### src/rtl/instr_stream_encoder.sv
// instr_stream_encoder
// Sequential MIPS instruction encoder and program loader. Each request is
// taken over a valid/ready handshake and packed into a 32-bit MIPS word. The
// word is then written to the next instruction-memory address.
//
// Optional feature macro: INSTR_STREAM_VERIFY_EN. When it is defined, each
// write is followed by a read-back VERIFY cycle. A mismatch sets err_verify.
//
// Ports:
//   clk, reset        rising-edge clock, async active-high reset
//   clear             sync restart: pointer/count 0, errors cleared, IDLE
//   req_*             request handshake and instruction fields
//   mem_we/addr/wdata instruction-memory write port
//   mem_rdata         combinational read-back for mem_addr (verify only)
//   count, full       words written so far, count == DEPTH
//   err_illegal       sticky, set by a kind-7 request
//   err_verify        sticky read-back mismatch (0 without the feature)
//
// state  | meaning
// IDLE   | ready for a request
// WRITE  | one-cycle write strobe to mem_addr
// VERIFY | read-back compare of the word just written
// FULL   | DEPTH words written; waits for clear or reset
module instr_stream_encoder #(
  parameter int DEPTH  = 64,
  parameter int ADDR_W = 6
) (
  input  logic              clk,
  input  logic              reset,
  input  logic              clear,
  input  logic              req_valid,
  output logic              req_ready,
  input  logic [2:0]        req_kind,
  input  logic [4:0]        req_rs,
  input  logic [4:0]        req_rt,
  input  logic [4:0]        req_rd,
  input  logic [5:0]        req_funct,
  input  logic [15:0]       req_imm,
  output logic              mem_we,
  output logic [ADDR_W-1:0] mem_addr,
  output logic [31:0]       mem_wdata,
  input  logic [31:0]       mem_rdata,
  output logic [ADDR_W:0]   count,
  output logic              full,
  output logic              err_illegal,
  output logic              err_verify
);

  typedef enum logic [1:0] {IDLE, WRITE, VERIFY, FULL} state_t;

  localparam logic [ADDR_W:0] DepthCnt = (ADDR_W+1)'(DEPTH);

  state_t          state, nextState;
  logic            legalAccept, illegalAccept;
  logic [ADDR_W:0] countQ;
  logic            errIllegalQ;
  logic [5:0]      opcode;
  logic [4:0]      rsField;
  logic [31:0]     encWord;

  always_comb begin
    opcode  = 6'h00;
    rsField = req_rs;
    encWord = 32'h0;
    case (req_kind)
      3'd1:    opcode = 6'h08;
      3'd2:    opcode = 6'h0D;
      3'd3:    opcode = 6'h0C;
      3'd4:    opcode = 6'h0F;
      3'd5:    opcode = 6'h04;
      3'd6:    opcode = 6'h05;
      default: opcode = 6'h00;
    endcase
    // LUI has no source register; keep its rs field zero.
    if (req_kind == 3'd4) rsField = 5'd0;
    if (req_kind == 3'd0) encWord = {6'h00, req_rs, req_rt, req_rd, 5'b0, req_funct};
    else                  encWord = {opcode, rsField, req_rt, req_imm};
  end

  always_ff @(posedge clk or posedge reset) begin
    if (reset) state <= IDLE;
    else       state <= nextState;
  end

  always_comb begin
    nextState     = state;
    legalAccept   = 1'b0;
    illegalAccept = 1'b0;
    case (state)
      IDLE: begin
        // clear outranks a request arriving in the same cycle
        if (!clear && req_valid) begin
          if (req_kind == 3'd7) begin
            illegalAccept = 1'b1;
          end else begin
            legalAccept = 1'b1;
            nextState   = WRITE;
          end
        end
      end
      WRITE: begin
        if (clear) nextState = IDLE;
`ifdef INSTR_STREAM_VERIFY_EN
        else       nextState = VERIFY;
`else
        // count increments on this same edge, so look one word ahead
        else       nextState = (countQ + 1'b1 == DepthCnt) ? FULL : IDLE;
`endif
      end
      VERIFY: begin
        if (clear) nextState = IDLE;
        else       nextState = (countQ == DepthCnt) ? FULL : IDLE;
      end
      FULL: begin
        if (clear) nextState = IDLE;
      end
      default: nextState = IDLE;
    endcase
  end

  always_ff @(posedge clk or posedge reset) begin
    if (reset) begin
      countQ      <= '0;
      errIllegalQ <= 1'b0;
      mem_addr    <= '0;
      mem_wdata   <= 32'h0;
    end else if (clear) begin
      countQ      <= '0;
      errIllegalQ <= 1'b0;
    end else begin
      if (state == WRITE) countQ <= countQ + 1'b1;
      if (illegalAccept)  errIllegalQ <= 1'b1;
      if (legalAccept) begin
        // The pointer equals count because it never wraps.
        mem_addr  <= countQ[ADDR_W-1:0];
        mem_wdata <= encWord;
      end
    end
  end

`ifdef INSTR_STREAM_VERIFY_EN
  logic errVerifyQ;

  always_ff @(posedge clk or posedge reset) begin
    if (reset)      errVerifyQ <= 1'b0;
    else if (clear) errVerifyQ <= 1'b0;
    else if (state == VERIFY && mem_rdata != mem_wdata) errVerifyQ <= 1'b1;
  end

  assign err_verify = errVerifyQ;
`else
  logic unusedRdata;
  assign unusedRdata = ^mem_rdata;
  assign err_verify  = 1'b0;
`endif

  assign req_ready   = (state == IDLE);
  assign mem_we      = (state == WRITE);
  assign count       = countQ;
  assign full        = (countQ == DepthCnt);
  assign err_illegal = errIllegalQ;

endmodule

### config.mk
export PLATFORM = sky130hd
export DESIGN_NAME = instr_stream_encoder
export DESIGN_NICKNAME = d
export VERILOG_FILES = /design/src/rtl/instr_stream_encoder.sv
export SDC_FILE = /design/constraint.sdc
export NUM_CORES = 1
export LEC_CHECK = 0
export ABC_AREA = 1
export BUFFER_PORTS_ARGS = -buffer_cell sky130_fd_sc_hd__buf_2
export CAP_MARGIN = 30
export CELL_PAD_IN_SITES_DETAIL_PLACEMENT = 0
export CELL_PAD_IN_SITES_GLOBAL_PLACEMENT = 1
export CORE_MARGIN = 1
export CORE_UTILIZATION = 33
export CTS_CLUSTER_DIAMETER = 120
export DETAILED_ROUTE_END_ITERATION = 8
export PLACE_DENSITY_LB_ADDON = 0.25
export SYNTH_ARGS = -nofsm -noshare
export SYNTH_HDL_FRONTEND = slang
export SYNTH_SLANG_ARGS = --single-unit
### constraint.sdc
create_clock -name clk -period 3.8 [get_ports clk]
set_clock_uncertainty 0.2 [all_clocks]
set_input_delay 0.76 -clock clk [delete_from_list [all_inputs] [get_ports clk]]
set_output_delay 0.76 -clock clk [all_outputs]
set_load 0.01 [all_outputs]
# Word level (Yosys, flattened, before mapping)
# Cells that the tools add are included.
# word_totals
in_bits,76
regBits,48
elab_cells,51
out_inout_bits,50
# classes
add_sub_neg,1
bitwise,1
muxes,21
n_reduce_logical,8
eq_ne,15
# op_table
cell,count
2-to-1 mux 32 bit,1
one-hot mux 4 bit (6 select lines),1
== test 7 bit (second input constant),2
2-to-1 mux 2 bit,7
2-to-1 mux 7 bit,2
== test 3 bit (second input constant),4
2-to-1 mux 1 bit,8
one-hot mux 2 bit (4 select lines),1
adder 7 x 1 -> 7 bit (second input constant),1
== test 3 x 2 -> 1 bit (second input constant),2
2-to-1 mux 5 bit,1
== test 2 bit (second input constant),2
!= test 2 bit (second input constant),2
nonzero test 2 bit,2
== test 3 x 1 -> 1 bit (second input constant),1
zero test 3 bit,1
AND reduction 3 bit,1
== test 2 x 1 -> 1 bit (second input constant),1
zero test 2 bit,1
!= test 2 x 1 -> 1 bit (second input constant),1
AND reduction 2 bit,1
logical AND 1 bit,1
zero test 1 bit,1
inverter 1 bit,1

# Depth between registers and ports, before layout
# depth
ltp_word,6
mapped_depth,8
mapped_depth_nobuf,8

# Worst setup path after synthesis
# Ideal clock, no wire load.
# synth_path
path_kind,register to output
startpoint,reg countQ[0] (netlist: count[0])
endpoint,out full
path_buffers,0
path_stages_with_launch,7
arrival_time_ns,1.053
setup_slack_ns,1.787
required_time_ns,2.840
cell_sequence,dfrtp_1 inv_1 ha_1 nand2_1 nor3_1 nand3_1 inv_1
# synth_via
elab_chain_cells,1
# synth_rtl
element,line,rtl
from (decl),55,logic [ADDR_W:0] countQ;
from (signal assigned),131,if (state == WRITE) countQ <= countQ + 1'b1;
== test 7 bit,160,assign full = (countQ == DepthCnt);
to (decl),44,"output logic full,"
# No other way between the ends.

# Worst setup path after layout
# Same ends and word-level chain as after synthesis.

==> PnR_summary.wiki <==
{| class="wikitable"
! Metric !! Value
|-
| Area of the die || 0.006844 mm2
|-
| Distinct cell type count of the synthesized netlist || 30
|-
| DIE HEIGHT || 82.73 um
|-
| Via count || 1921
|-
| Fin nets || 412
|-
| Resized cells post-CTS || 0
|-
| Clock latency reported for the late side of the worst-skew pair || 0.29 ns
|-
| Area of the core region || 0.006314 mm2
|-
| Input/output buffers || 90
|-
| Reg2reg setup slack || 2.17 ns
|-
| Number of DRC violations after detailed-routing iteration 0 || 99
|-
| Antenna diode count || 0
|-
| Worst hold slack after final layout || 0.2599 ns
|-
| Mean instance size in the synthesized netlist || 8.815 um2
|-
| Capturing point of the worst reg2reg path || mem_wdata[3]
|-
| Startpoint kind of the worst setup timing path || register
|-
| Hold buffer count at CTS || 0
|-
| Number of H-tree branching levels || 2
|-
| Setup total negative slack || 0 ns
|-
| Initial core utilization || 34.07%
|-
| Number of flops mapped to enable cells by yosys || 0
|-
| Achievable frequency || 394.7 MHz
|-
| Least-Margin Pin Slew || 0.5740 ns
|-
| Cell with the most instances after synthesis || sky130_fd_sc_hd__nand2_1
|-
| 1st-pass router iterations || 4
|-
| RSZ-0062 raised after global routing || no
|-
| Total GRT Usage || 15.74%
|-
| Via count of the first global-routing pass || 1676
|-
| Crit path capture || full
|-
| Maximum net fanout on the critical path || 5
|-
| Relative area change from synthesis to final layout || 28.39%
|-
| Overall Power || 1.179 mW
|-
| Outcome || complete, no violations
|-
| Post-synthesis register bit count || 46
|-
| Crit path required time || 2.84 ns
|-
| Per-cell via count in the routed design || 4.674
|-
| Clk sinks || 46
|-
| Reg2reg path depth || 5
|-
| Crit share post-route || 66.67%
|-
| Yosys top cell area share || 53.52%
|-
| Wirelength, routed || 5.098 mm
|-
| Number of CTS-inserted buffers || 5
|-
| Max Slew Vio Count || 0
|-
| Total setup violations reported at the end of the flow || 0
|-
| DRC violations left || 0
|-
| Synthesized instance count || 244
|-
| Io pins || 126
|-
| Max-cap check violation count || 0
|-
| Clk Tree Root Cell || sky130_fd_sc_hd__clkbuf_8
|-
| Post-synthesis instance area || 0.002151 mm2
|-
| Top post-synthesis cells by area || sky130_fd_sc_hd__dfrtp_1, sky130_fd_sc_hd__nand2_1, sky130_fd_sc_hd__nor2_1
|-
| Clock tree from TritonCTS || built
|-
| Utilization after layout || 43.74%
|-
| Wirelength per Cell || 12.40 um
|-
| Top_reg_cell synth || sky130_fd_sc_hd__dfrtp_1
|-
| Filler cell count || 682
|-
| Global-route wire length before repair || 8.066 mm
|-
| Reg2Reg Launch Point || state[1]
|-
| Final hold violation count || 0
|-
| FFs w/ async S/R, synth || 100.0%
|-
| Number of antenna violations at the first check in global routing || 0
|-
| Count of warnings emitted by yosys || 0
|-
| Final HPWL from detailed placement || 3.609 mm
|-
| Classification of the worst-slack hold path || input pin to async pin
|-
| Kind of end point of the critical path || primary output
|-
| Clock slew at reported path FFs || 0.09 ns
|-
| Highest ir drop seen on vdd || 0.2099 mV
|-
| Top cells by count, synth || sky130_fd_sc_hd__nand2_1, sky130_fd_sc_hd__dfrtp_1, sky130_fd_sc_hd__nor2_1
|-
| Post-CTS setup buffer count || 0
|-
| Horizontal die dimension || 82.73 um
|-
| Leakage component of the power || 1.500 nW
|-
| Proportion of layout cells with a drive suffix above 1 || 34.13%
|-
| Longest Clk Path Bufs || 2
|-
| Power density of the placed cells || 427.0 mW/mm2
|-
| Pin count of the biggest net entering global routing || 58
|-
| Critical path arrival || 1.57 ns
|-
| Gr ovfl total || 0
|-
| Launch point of the critical path || count[0]
|-
| Crit path kind || register to primary output
|-
| Number of placement rows || 29
|-
| Most area-hungry cell type in the Yosys netlist || sky130_fd_sc_hd__dfrtp_1
|-
| Number of nets with antenna violations after detailed routing || 0
|-
| Crit path time final || 2.533 ns
|-
| Slew Limit Headroom || 61.73%
|-
| Gp weighted congestion || 0.7618
|-
| Sequential-to-total area share from yosys stat || 53.52%
|}
## registers in the layout (all words and copies together), names as in the netlist
| name | cells |
|---|---|
| mem_wdata | 30 |
| count | 7 |
| mem_addr | 6 |
| state | 2 |
| err_illegal | 1 |
## final cells by class
type | instances | area [um2] | area share [%]
Clock buffer | 5 | 68.82 | 2.492
Clock inverter | 3 | 40.04 | 1.450
Inverter | 21 | 78.83 | 2.855
Multi-Input combinational cell | 166 | 840.8 | 30.45
Sequential cell | 46 | 1151 | 41.69
Tap cell | 77 | 96.34 | 3.489
Timing Repair Buffer | 93 | 485.5 | 17.58
## metal layers
metal	global-route usage (%)	wire length, um	up-vias	share of wire (%)
li1	-	-	963	-
met1	20.75	2403	882	47
met2	24.51	2282	70	45
met3	5.385	364	6	7.1
met4	4.138	47	0	0.92
met5	0	0	-	0
## cells in the final DEF (no fill, tap or decap), drive strengths merged, types with 3 or more instances in the layout
master  Yosys  routed
o21ai      23      23
o31ai      13      13
ha          3       3
nor2       23      23
inv        21      21
buf        13      93
dfrtp      46      46
conb        1       3
nand2      66      66
a21oi      13      13
clkbuf      0       5
nand3      12      12
## power by group
group | internal, mW | leakage, nW | total (mW) | switching [mW]
clock | 0.194 | 0.0579 | 0.361 | 0.167
combinational | 0.102 | 0.851 | 0.234 | 0.133
sequential | 0.550 | 0.590 | 0.584 | 0.0334
total | 0.846 | 1.50 | 1.18 | 0.333
## how the worst min path moves through the flow
stage / to / slack [ns] / cells after the start
global route: mem_wdata[20] / 0.29 / 2
finish: mem_wdata[19] / 0.26 / 2
CTS: mem_wdata[19] / 0.27 / 2
floorplan: mem_wdata[16] / 0.31 / 2
detailed placement: mem_wdata[18] / 0.26 / 2
global placement: mem_wdata[19] / 0.26 / 2
## stage by stage
stage	area [um2]	setup WS, ns	std cells
after CTS	2761	1.227	411
after global placement	2633	1.594	402
after global routing	2761	1.130	411
final	2761	1.267	411
after detailed placement	2653	1.570	403
after floorplan	2158	1.752	246
## worst max-delay path: stages, from the launching register on
cell                      delay (ns)
sky130_fd_sc_hd__dfrtp_1        0.43
sky130_fd_sc_hd__inv_1          0.16
sky130_fd_sc_hd__ha_1           0.17
sky130_fd_sc_hd__nand2_1        0.07
sky130_fd_sc_hd__nor3_1         0.13
sky130_fd_sc_hd__nand3_1        0.10
sky130_fd_sc_hd__inv_1          0.08
sky130_fd_sc_hd__buf_2          0.13
## logic make-up after synthesis
| group | after synthesis | share of synthesized area, % |
|---|---|---|
| buf+inv | 34 | 7.737 |
| compound gates | 53 | 15.59 |
| mux | 1 | 0.5235 |
| xor+xnor | 2 | 0.8146 |
| fa+ha+maj | 3 | 1.745 |
| simple gates | 104 | 19.90 |
| flops | 46 | 53.52 |
| other cells | 1 | 0.1744 |
No activity file was read; power rests on OpenSTA's default activity.
